<file path="config.mk">
export PLATFORM = sky130hd
export DESIGN_NAME = gci_node_irq_sender
export DESIGN_NICKNAME = d
export VERILOG_FILES = /design/src/rtl/gci_node_irq_sender_pkg.sv /design/src/rtl/gci_irq_event_fifo.sv /design/src/rtl/gci_node_irq_sender.sv
export SDC_FILE = /design/constraint.sdc
export NUM_CORES = 1
export LEC_CHECK = 0
export ABC_AREA = 0
export CAP_MARGIN = 20
export CORE_AREA = 2 2 92 94
export CTS_BUF_LIST = sky130_fd_sc_hd__clkbuf_2 sky130_fd_sc_hd__clkbuf_4 sky130_fd_sc_hd__clkbuf_8
export DETAILED_ROUTE_END_ITERATION = 12
export DIE_AREA = 0 0 94 96
export PLACE_DENSITY_LB_ADDON = 0.2
export RECOVER_POWER = 25
export SYNTH_ARGS = -nofsm -noshare
export SYNTH_HDL_FRONTEND = slang
export SYNTH_SLANG_ARGS = --single-unit
</file>
<file path="constraint.sdc">
create_clock -name iCLOCK -period 2.4 [get_ports iCLOCK]
set_input_delay 0.48 -clock iCLOCK [delete_from_list [all_inputs] [get_ports iCLOCK]]
set_output_delay 0.48 -clock iCLOCK [all_outputs]
set_load 0.01 [all_outputs]
</file>
<file path="src/rtl/gci_node_irq_sender_pkg.sv">
`default_nettype none
// +--------------------------------------------------------------------+
// | gci_node_irq_sender_pkg: shared GCI constants for the node IRQ path |
// | Revision: 1.0                                                      |
// +--------------------------------------------------------------------+
package gci_node_irq_sender_pkg;

  localparam int PRIO_W = 8;

  typedef logic [1:0] node_irq_stt_t;

  localparam node_irq_stt_t NODE_IRQ_STT_IDLE = 2'd0;
  localparam node_irq_stt_t NODE_IRQ_STT_REQ  = 2'd1;
  localparam node_irq_stt_t NODE_IRQ_STT_HELD = 2'd2;

  // Data registers without functional reset value are left unreset.
  localparam bit DATA_RESET_ENABLE = 1'b0;

endpackage
`default_nettype wire

</file>
<file path="src/rtl/gci_irq_event_fifo.sv">
`default_nettype none
// +--------------------------------------------------------------------+
// | gci_irq_event_fifo: synchronous event FIFO with occupancy count     |
// | Revision: 1.0                                                      |
// +--------------------------------------------------------------------+
module gci_irq_event_fifo
  import gci_node_irq_sender_pkg::*;
#(
  parameter int DEPTH = 4,
  parameter int WIDTH = 8
) (
  input  logic                     iCLOCK,
  input  logic                     inRESET,
  input  logic                     iPUSH,
  input  logic [WIDTH-1:0]         iPUSH_DATA,
  input  logic                     iPOP,
  output logic [WIDTH-1:0]         oHEAD,
  output logic                     oFULL,
  output logic                     oEMPTY,
  output logic [$clog2(DEPTH):0]   oCOUNT
);

  localparam int AW = $clog2(DEPTH);

  logic [WIDTH-1:0] mem_q [DEPTH];
  logic [AW-1:0]    wr_ptr_q;
  logic [AW-1:0]    rd_ptr_q;
  logic [AW:0]      count_q;

  // Pointers wrap naturally because DEPTH is a power of two.
  always_ff @(posedge iCLOCK or negedge inRESET) begin
    if (!inRESET) begin
      wr_ptr_q <= '0;
      rd_ptr_q <= '0;
      count_q  <= '0;
    end else begin
      if (iPUSH) wr_ptr_q <= wr_ptr_q + 1'b1;
      if (iPOP)  rd_ptr_q <= rd_ptr_q + 1'b1;
      case ({iPUSH, iPOP})
        2'b10:   count_q <= count_q + 1'b1;
        2'b01:   count_q <= count_q - 1'b1;
        default: count_q <= count_q;
      endcase
    end
  end

  generate
    if (DATA_RESET_ENABLE) begin : g_mem_rst
      always_ff @(posedge iCLOCK or negedge inRESET) begin
        if (!inRESET) begin
          for (int i = 0; i < DEPTH; i++) mem_q[i] <= '0;
        end else if (iPUSH) begin
          mem_q[wr_ptr_q] <= iPUSH_DATA;
        end
      end
    end else begin : g_mem_norst
      always_ff @(posedge iCLOCK) begin
        if (iPUSH) mem_q[wr_ptr_q] <= iPUSH_DATA;
      end
    end
  endgenerate

  assign oHEAD  = mem_q[rd_ptr_q];
  assign oFULL  = (count_q == DEPTH[AW:0]);
  assign oEMPTY = (count_q == '0);
  assign oCOUNT = count_q;

endmodule
`default_nettype wire

</file>
<file path="src/rtl/gci_node_irq_sender.sv">
`default_nettype none
// +--------------------------------------------------------------------+
// | gci_node_irq_sender: node-side IRQ request / ACK / cause latch      |
// | Revision: 1.0                                                      |
// +--------------------------------------------------------------------+
module gci_node_irq_sender
  import gci_node_irq_sender_pkg::*;
#(
  parameter int                FIFO_DEPTH = 4,
  parameter int                CODE_W     = 8,
  parameter logic [PRIO_W-1:0] PRIO_RESET = 8'h00
) (
  input  logic                          iCLOCK,
  input  logic                          inRESET,
  input  logic                          iENABLE,
  input  logic                          iEVENT_VALID,
  input  logic [CODE_W-1:0]             iEVENT_CODE,
  input  logic                          iPRIORITY_WR,
  input  logic [PRIO_W-1:0]             iPRIORITY_DATA,
  output logic [PRIO_W-1:0]             oNODEINFO_PRIORITY,
  input  logic                          iIRQ_BUSY,
  output logic                          oIRQ,
  input  logic                          iACK,
  output logic                          oCAUSE_VALID,
  output logic [CODE_W-1:0]             oCAUSE_CODE,
  input  logic                          iCAUSE_CLEAR,
  output logic [$clog2(FIFO_DEPTH):0]   oPENDING_COUNT,
  output logic                          oOVERFLOW,
  input  logic                          iOVF_CLEAR
);

  node_irq_stt_t       state_q;
  node_irq_stt_t       state_d;
  logic                cause_valid_q;
  logic [CODE_W-1:0]   cause_code_q;
  logic                ovf_q;
  logic [PRIO_W-1:0]   prio_q;

  logic                w_full;
  logic                w_empty;
  logic [CODE_W-1:0]   w_head;
  logic                w_ack_ok;
  logic                w_push;
  logic                w_drop;

  assign w_ack_ok = (state_q == NODE_IRQ_STT_REQ) && iACK && !iIRQ_BUSY;
  assign w_push   = iEVENT_VALID && iENABLE && (!w_full || w_ack_ok);
  assign w_drop   = iEVENT_VALID && iENABLE && w_full && !w_ack_ok;

  gci_irq_event_fifo #(
    .DEPTH (FIFO_DEPTH),
    .WIDTH (CODE_W)
  ) u_fifo (
    .iCLOCK     (iCLOCK),
    .inRESET    (inRESET),
    .iPUSH      (w_push),
    .iPUSH_DATA (iEVENT_CODE),
    .iPOP       (w_ack_ok),
    .oHEAD      (w_head),
    .oFULL      (w_full),
    .oEMPTY     (w_empty),
    .oCOUNT     (oPENDING_COUNT)
  );

  always_ff @(posedge iCLOCK or negedge inRESET) begin
    if (!inRESET) state_q <= NODE_IRQ_STT_IDLE;
    else          state_q <= state_d;
  end

  // An event arriving this cycle lets an idle node request on the next one.
  always_comb begin
    state_d = state_q;
    case (state_q)
      NODE_IRQ_STT_IDLE:
        if ((!w_empty || w_push) && !cause_valid_q) state_d = NODE_IRQ_STT_REQ;
      NODE_IRQ_STT_REQ:
        if (w_ack_ok) state_d = NODE_IRQ_STT_HELD;
      NODE_IRQ_STT_HELD:
        if (iCAUSE_CLEAR) state_d = NODE_IRQ_STT_IDLE;
      default:
        state_d = NODE_IRQ_STT_IDLE;
    endcase
  end

  always_comb begin
    oIRQ = (state_q == NODE_IRQ_STT_REQ) && !iIRQ_BUSY;
  end

  always_ff @(posedge iCLOCK or negedge inRESET) begin
    if (!inRESET) begin
      cause_valid_q <= 1'b0;
      cause_code_q  <= '0;
      ovf_q         <= 1'b0;
      prio_q        <= PRIO_RESET;
    end else begin
      if (w_ack_ok) begin
        cause_valid_q <= 1'b1;
        cause_code_q  <= w_head;
      end else if (iCAUSE_CLEAR && (state_q == NODE_IRQ_STT_HELD)) begin
        cause_valid_q <= 1'b0;
      end
      if (w_drop)          ovf_q <= 1'b1;
      else if (iOVF_CLEAR) ovf_q <= 1'b0;
      if (iPRIORITY_WR) prio_q <= iPRIORITY_DATA;
    end
  end

  assign oCAUSE_VALID       = cause_valid_q;
  assign oCAUSE_CODE        = cause_code_q;
  assign oOVERFLOW          = ovf_q;
  assign oNODEINFO_PRIORITY = prio_q;

endmodule
`default_nettype wire
</file>
==> summary.md <==
| Metric | Value |
|---|---|
| CP Capture Type | `output pin` |
| Finished Cell Area | `0.00323 mm2` |
| Wire length per cell | `13.4 um` |
| Sinks on Clock Net | `59` |
| CP max FO | `3` |
| VDD IR max | `0.341 mV` |
| Pleak | `0.00123 uW` |
| Total global routing overflow | `0` |
| Core ar. | `0.00805 mm2` |
| Pwr/cell area | `1040 mW/mm2` |
| Cell count of the worst reg-to-reg path | `5` |
| Seq pwr share | `44.3%` |
| Status | `completed` |
| Layout cell share with drive strength beyond 1 | `15.7%` |
| # IOs | `47` |
| Routability cong. | `0.746` |
| Combinational power share | `26.9%` |
| CP dominant cell by count | `clkdlybuf4s50_1` |
| Critical path data arrival time | `1.70 ns` |
| Req. time, crit path | `1.92 ns` |
| Final Hold Viols | `0` |
| Fillers | `765` |
| Clock skew | `0.00856 ns` |
| Ant. Diodes | `0` |
| Post-cts repair resize count | `0` |
| Post-DRT Antenna Nets | `0` |
| TritonCTS clock tree | `built` |
| Die ar. | `0.00902 mm2` |
| Vias/cell | `4.36` |
| Most frequent cells in the layout | `43 x clkdlybuf4s50_1, 32 x edfxtp_1, 28 x nand2_1` |
| Commonest non-fill, non-tap cell in the layout | `clkdlybuf4s50_1` |
| Area occupied by multi-input gates | `684 um2` |
| Post-synthesis register bit count | `59` |
| Final Core Density | `40.1%` |
| Vias in the first global route | `1,432` |
| Minimum period implied by the final worst setup slack | `2.18 ns` |
| Row count | `33` |
| Critical Path Max Stage Delay | `0.57 ns` |
| Starting Density | `29.4%` |
| CTS clk-pin slew, worst paths | `0.07 ns` |
| Total Power | `3360 uW` |
| Slew margin rel. | `2.12%` |
| Placed insts | `306` |
| Chip height | `96 um` |
| Clock root buffer | `clkbuf_8` |
| DRT iter0 DRCs | `50` |
| Die Wd | `94 um` |
| H-tree levels | `3` |
| Internal power | `2420 uW` |
| Mapped Cells | `154` |
| Hold Crit Depth | `2` |
| DP Wirelength | `3120 um` |
| Avg Inst Size Synth | `15.4 um2` |
| Layout Cells excl Fill | `322` |
| Worst path cell trace | `clkdlybuf4s50_1, nor3b_1, clkdlybuf4s50_1` |
| Max-Cap Viols | `0` |
| Total number of vias | `1,405` |
| Post-synth design cell area | `0.00237 mm2` |
| Final Max Slew Viols | `0` |
| Unrepaired setup endpoints after global routing | `false` |
| DRC viols | `0` |
| CTS buffer count | `9` |
| Critical path class | `input port to output pin` |
| Min-delay worst type | `flip-flop to flip-flop` |
| CP Launch Type | `input port` |
| Post-CTS Setup Repair Bufs | `0` |
| Clock Power Share | `28.8%` |
| Nets | `242` |
| DRT Pass-1 Iters | `4` |
| Worst-Skew Late Latency | `0.33 ns` |
| Fmax | `0.460 GHz` |
| Clock tree buffer depth | `2` |
| Worst Max-Slew Pin Slew | `1.47 ns` |
| Port Buffers | `46` |
| Sequential cell area | `0.00164 mm2` |
| Distinct cells, synth | `33` |
| Placed cell areas | `0.00301 mm2` |
| All-Layer GR Usage | `10.9%` |
| Register area share after synthesis | `69.1%` |
| Initial antenna violation count | `0` |
| Flop2flop setup slack | `0.58 ns` |
| Synth Net Count | `184` |
| Critical-path top delay cell | `clkdlybuf4s50_1` |
| WL final | `4310 um` |
| Setup TNS Final | `0 ns` |
| Hold-fix buffer count after cts | `0` |
| Area delta synth->final | `36.1%` |
| Switching share of power | `28.1%` |
| First-pass GRT wire length | `7140 um` |
| Finish-stage setup viols | `0` |
| NetSw | `946 uW` |
| Period utilization | `90.6%` |
| Largest net degree at the start of global routing | `28` |
| Yosys Warn Count | `0` |
worst max-delay path: cells and delay by family:
family / cells / cell delay [ns]
AND/OR/NAND/NOR: 1 / 0.20
buffers and inverters: 2 / 1.01
power by group through the flow:
stage,clock network (uW),registers (uW),logic (uW)
floorplan,0,1470,530
global route,1060,1530,1010
finish,968,1490,905
CTS,1000,1500,927
detailed placement,0,1520,926
global placement,0,1520,918
stage by stage:
stage | hold slack (ns) | setup slack, ns
2_1_floorplan | 0.184 | 0.586
3_3_place_gp | 0.457 | 0.123
3_5_place_dp | 0.465 | 0.0852
4_1_cts | 0.483 | 0.227
5_1_grt | 0.496 | 0.168
6_report | 0.477 | 0.225
cell families after synthesis:
kind of cell,share of synthesized area [%]
AO/OA/AOI/OAI,3.12
multiplexers,12.0
buffers and inverters,2.06
XOR/XNOR,1.11
flip-flops,69.1
adder cells (fa/ha/maj),2.96
AND/OR/NAND/NOR,9.66
synthesized netlist by cell type:
| library cell | instances | share of area (%) |
|---|---|---|
| a211oi_1 | 1 | 0.32 |
| a21oi_1 | 4 | 0.84 |
| a31o_1 | 1 | 0.37 |
| a31oi_1 | 1 | 0.26 |
| and2_1 | 4 | 1.1 |
| and4bb_2 | 1 | 0.53 |
| buf_2 | 3 | 0.63 |
| clkbuf_1 | 3 | 0.48 |
| dfrtp_1 | 27 | 29 |
| edfxtp_1 | 32 | 41 |
| fa_1 | 1 | 0.84 |
| ha_1 | 4 | 2.1 |
| inv_1 | 6 | 0.95 |
| mux2_1 | 8 | 3.8 |
| mux2_4 | 1 | 0.63 |
| mux4_2 | 8 | 7.6 |
| nand2_1 | 28 | 4.4 |
| nand2_2 | 1 | 0.26 |
| nand2b_1 | 1 | 0.26 |
| nand3_1 | 2 | 0.42 |
| nand4_1 | 1 | 0.26 |
| nand4bb_1 | 1 | 0.48 |
| nor2_1 | 1 | 0.16 |
| nor2_2 | 2 | 0.53 |
| nor3_1 | 1 | 0.21 |
| nor3b_1 | 1 | 0.32 |
| o211ai_1 | 2 | 0.63 |
| o21ai_0 | 1 | 0.21 |
| o21ai_1 | 1 | 0.21 |
| o22ai_1 | 1 | 0.26 |
| or3_1 | 1 | 0.26 |
| or3b_4 | 1 | 0.48 |
| xnor2_1 | 3 | 1.1 |
final cells by class:
class / count / area share [%]
multi-input combinational: 83 / 21.2
timing repair buffer: 53 / 16.6
inverter: 6 / 0.698
clock inverter: 7 / 2.87
sequential: 59 / 50.7
clock buffer: 9 / 3.84
tap: 105 / 4.07
routing by layer:
layer	wire, um	GRT usage, %
met5	0	0
met4	93	7.25
met3	276	3.60
met2	1850	15.8
met1	2090	13.8
flip-flops by register name, indices dropped and copies added, names as in the netlist:
register and count:
u_fifo.oCOUNT 3, u_fifo.rd_ptr_q 2, u_fifo.wr_ptr_q 2, oCAUSE_VALID 1
oOVERFLOW 1, oNODEINFO_PRIORITY 8, state_q 2, u_fifo.mem_q 32
oCAUSE_CODE 8
final timing paths:
kind,end,start
max in group asynchronous,u_fifo.rd_ptr_q[0],inRESET
hold / removal,oCAUSE_CODE[4],oCAUSE_CODE[4]
setup / recovery,oIRQ,iIRQ_BUSY
min in group asynchronous,oCAUSE_VALID,inRESET
setup reg to reg,u_fifo.oCOUNT[2],state_q[1]
hold reg to reg,oCAUSE_CODE[4],oCAUSE_CODE[4]
(Power assumes the default switching activity.)
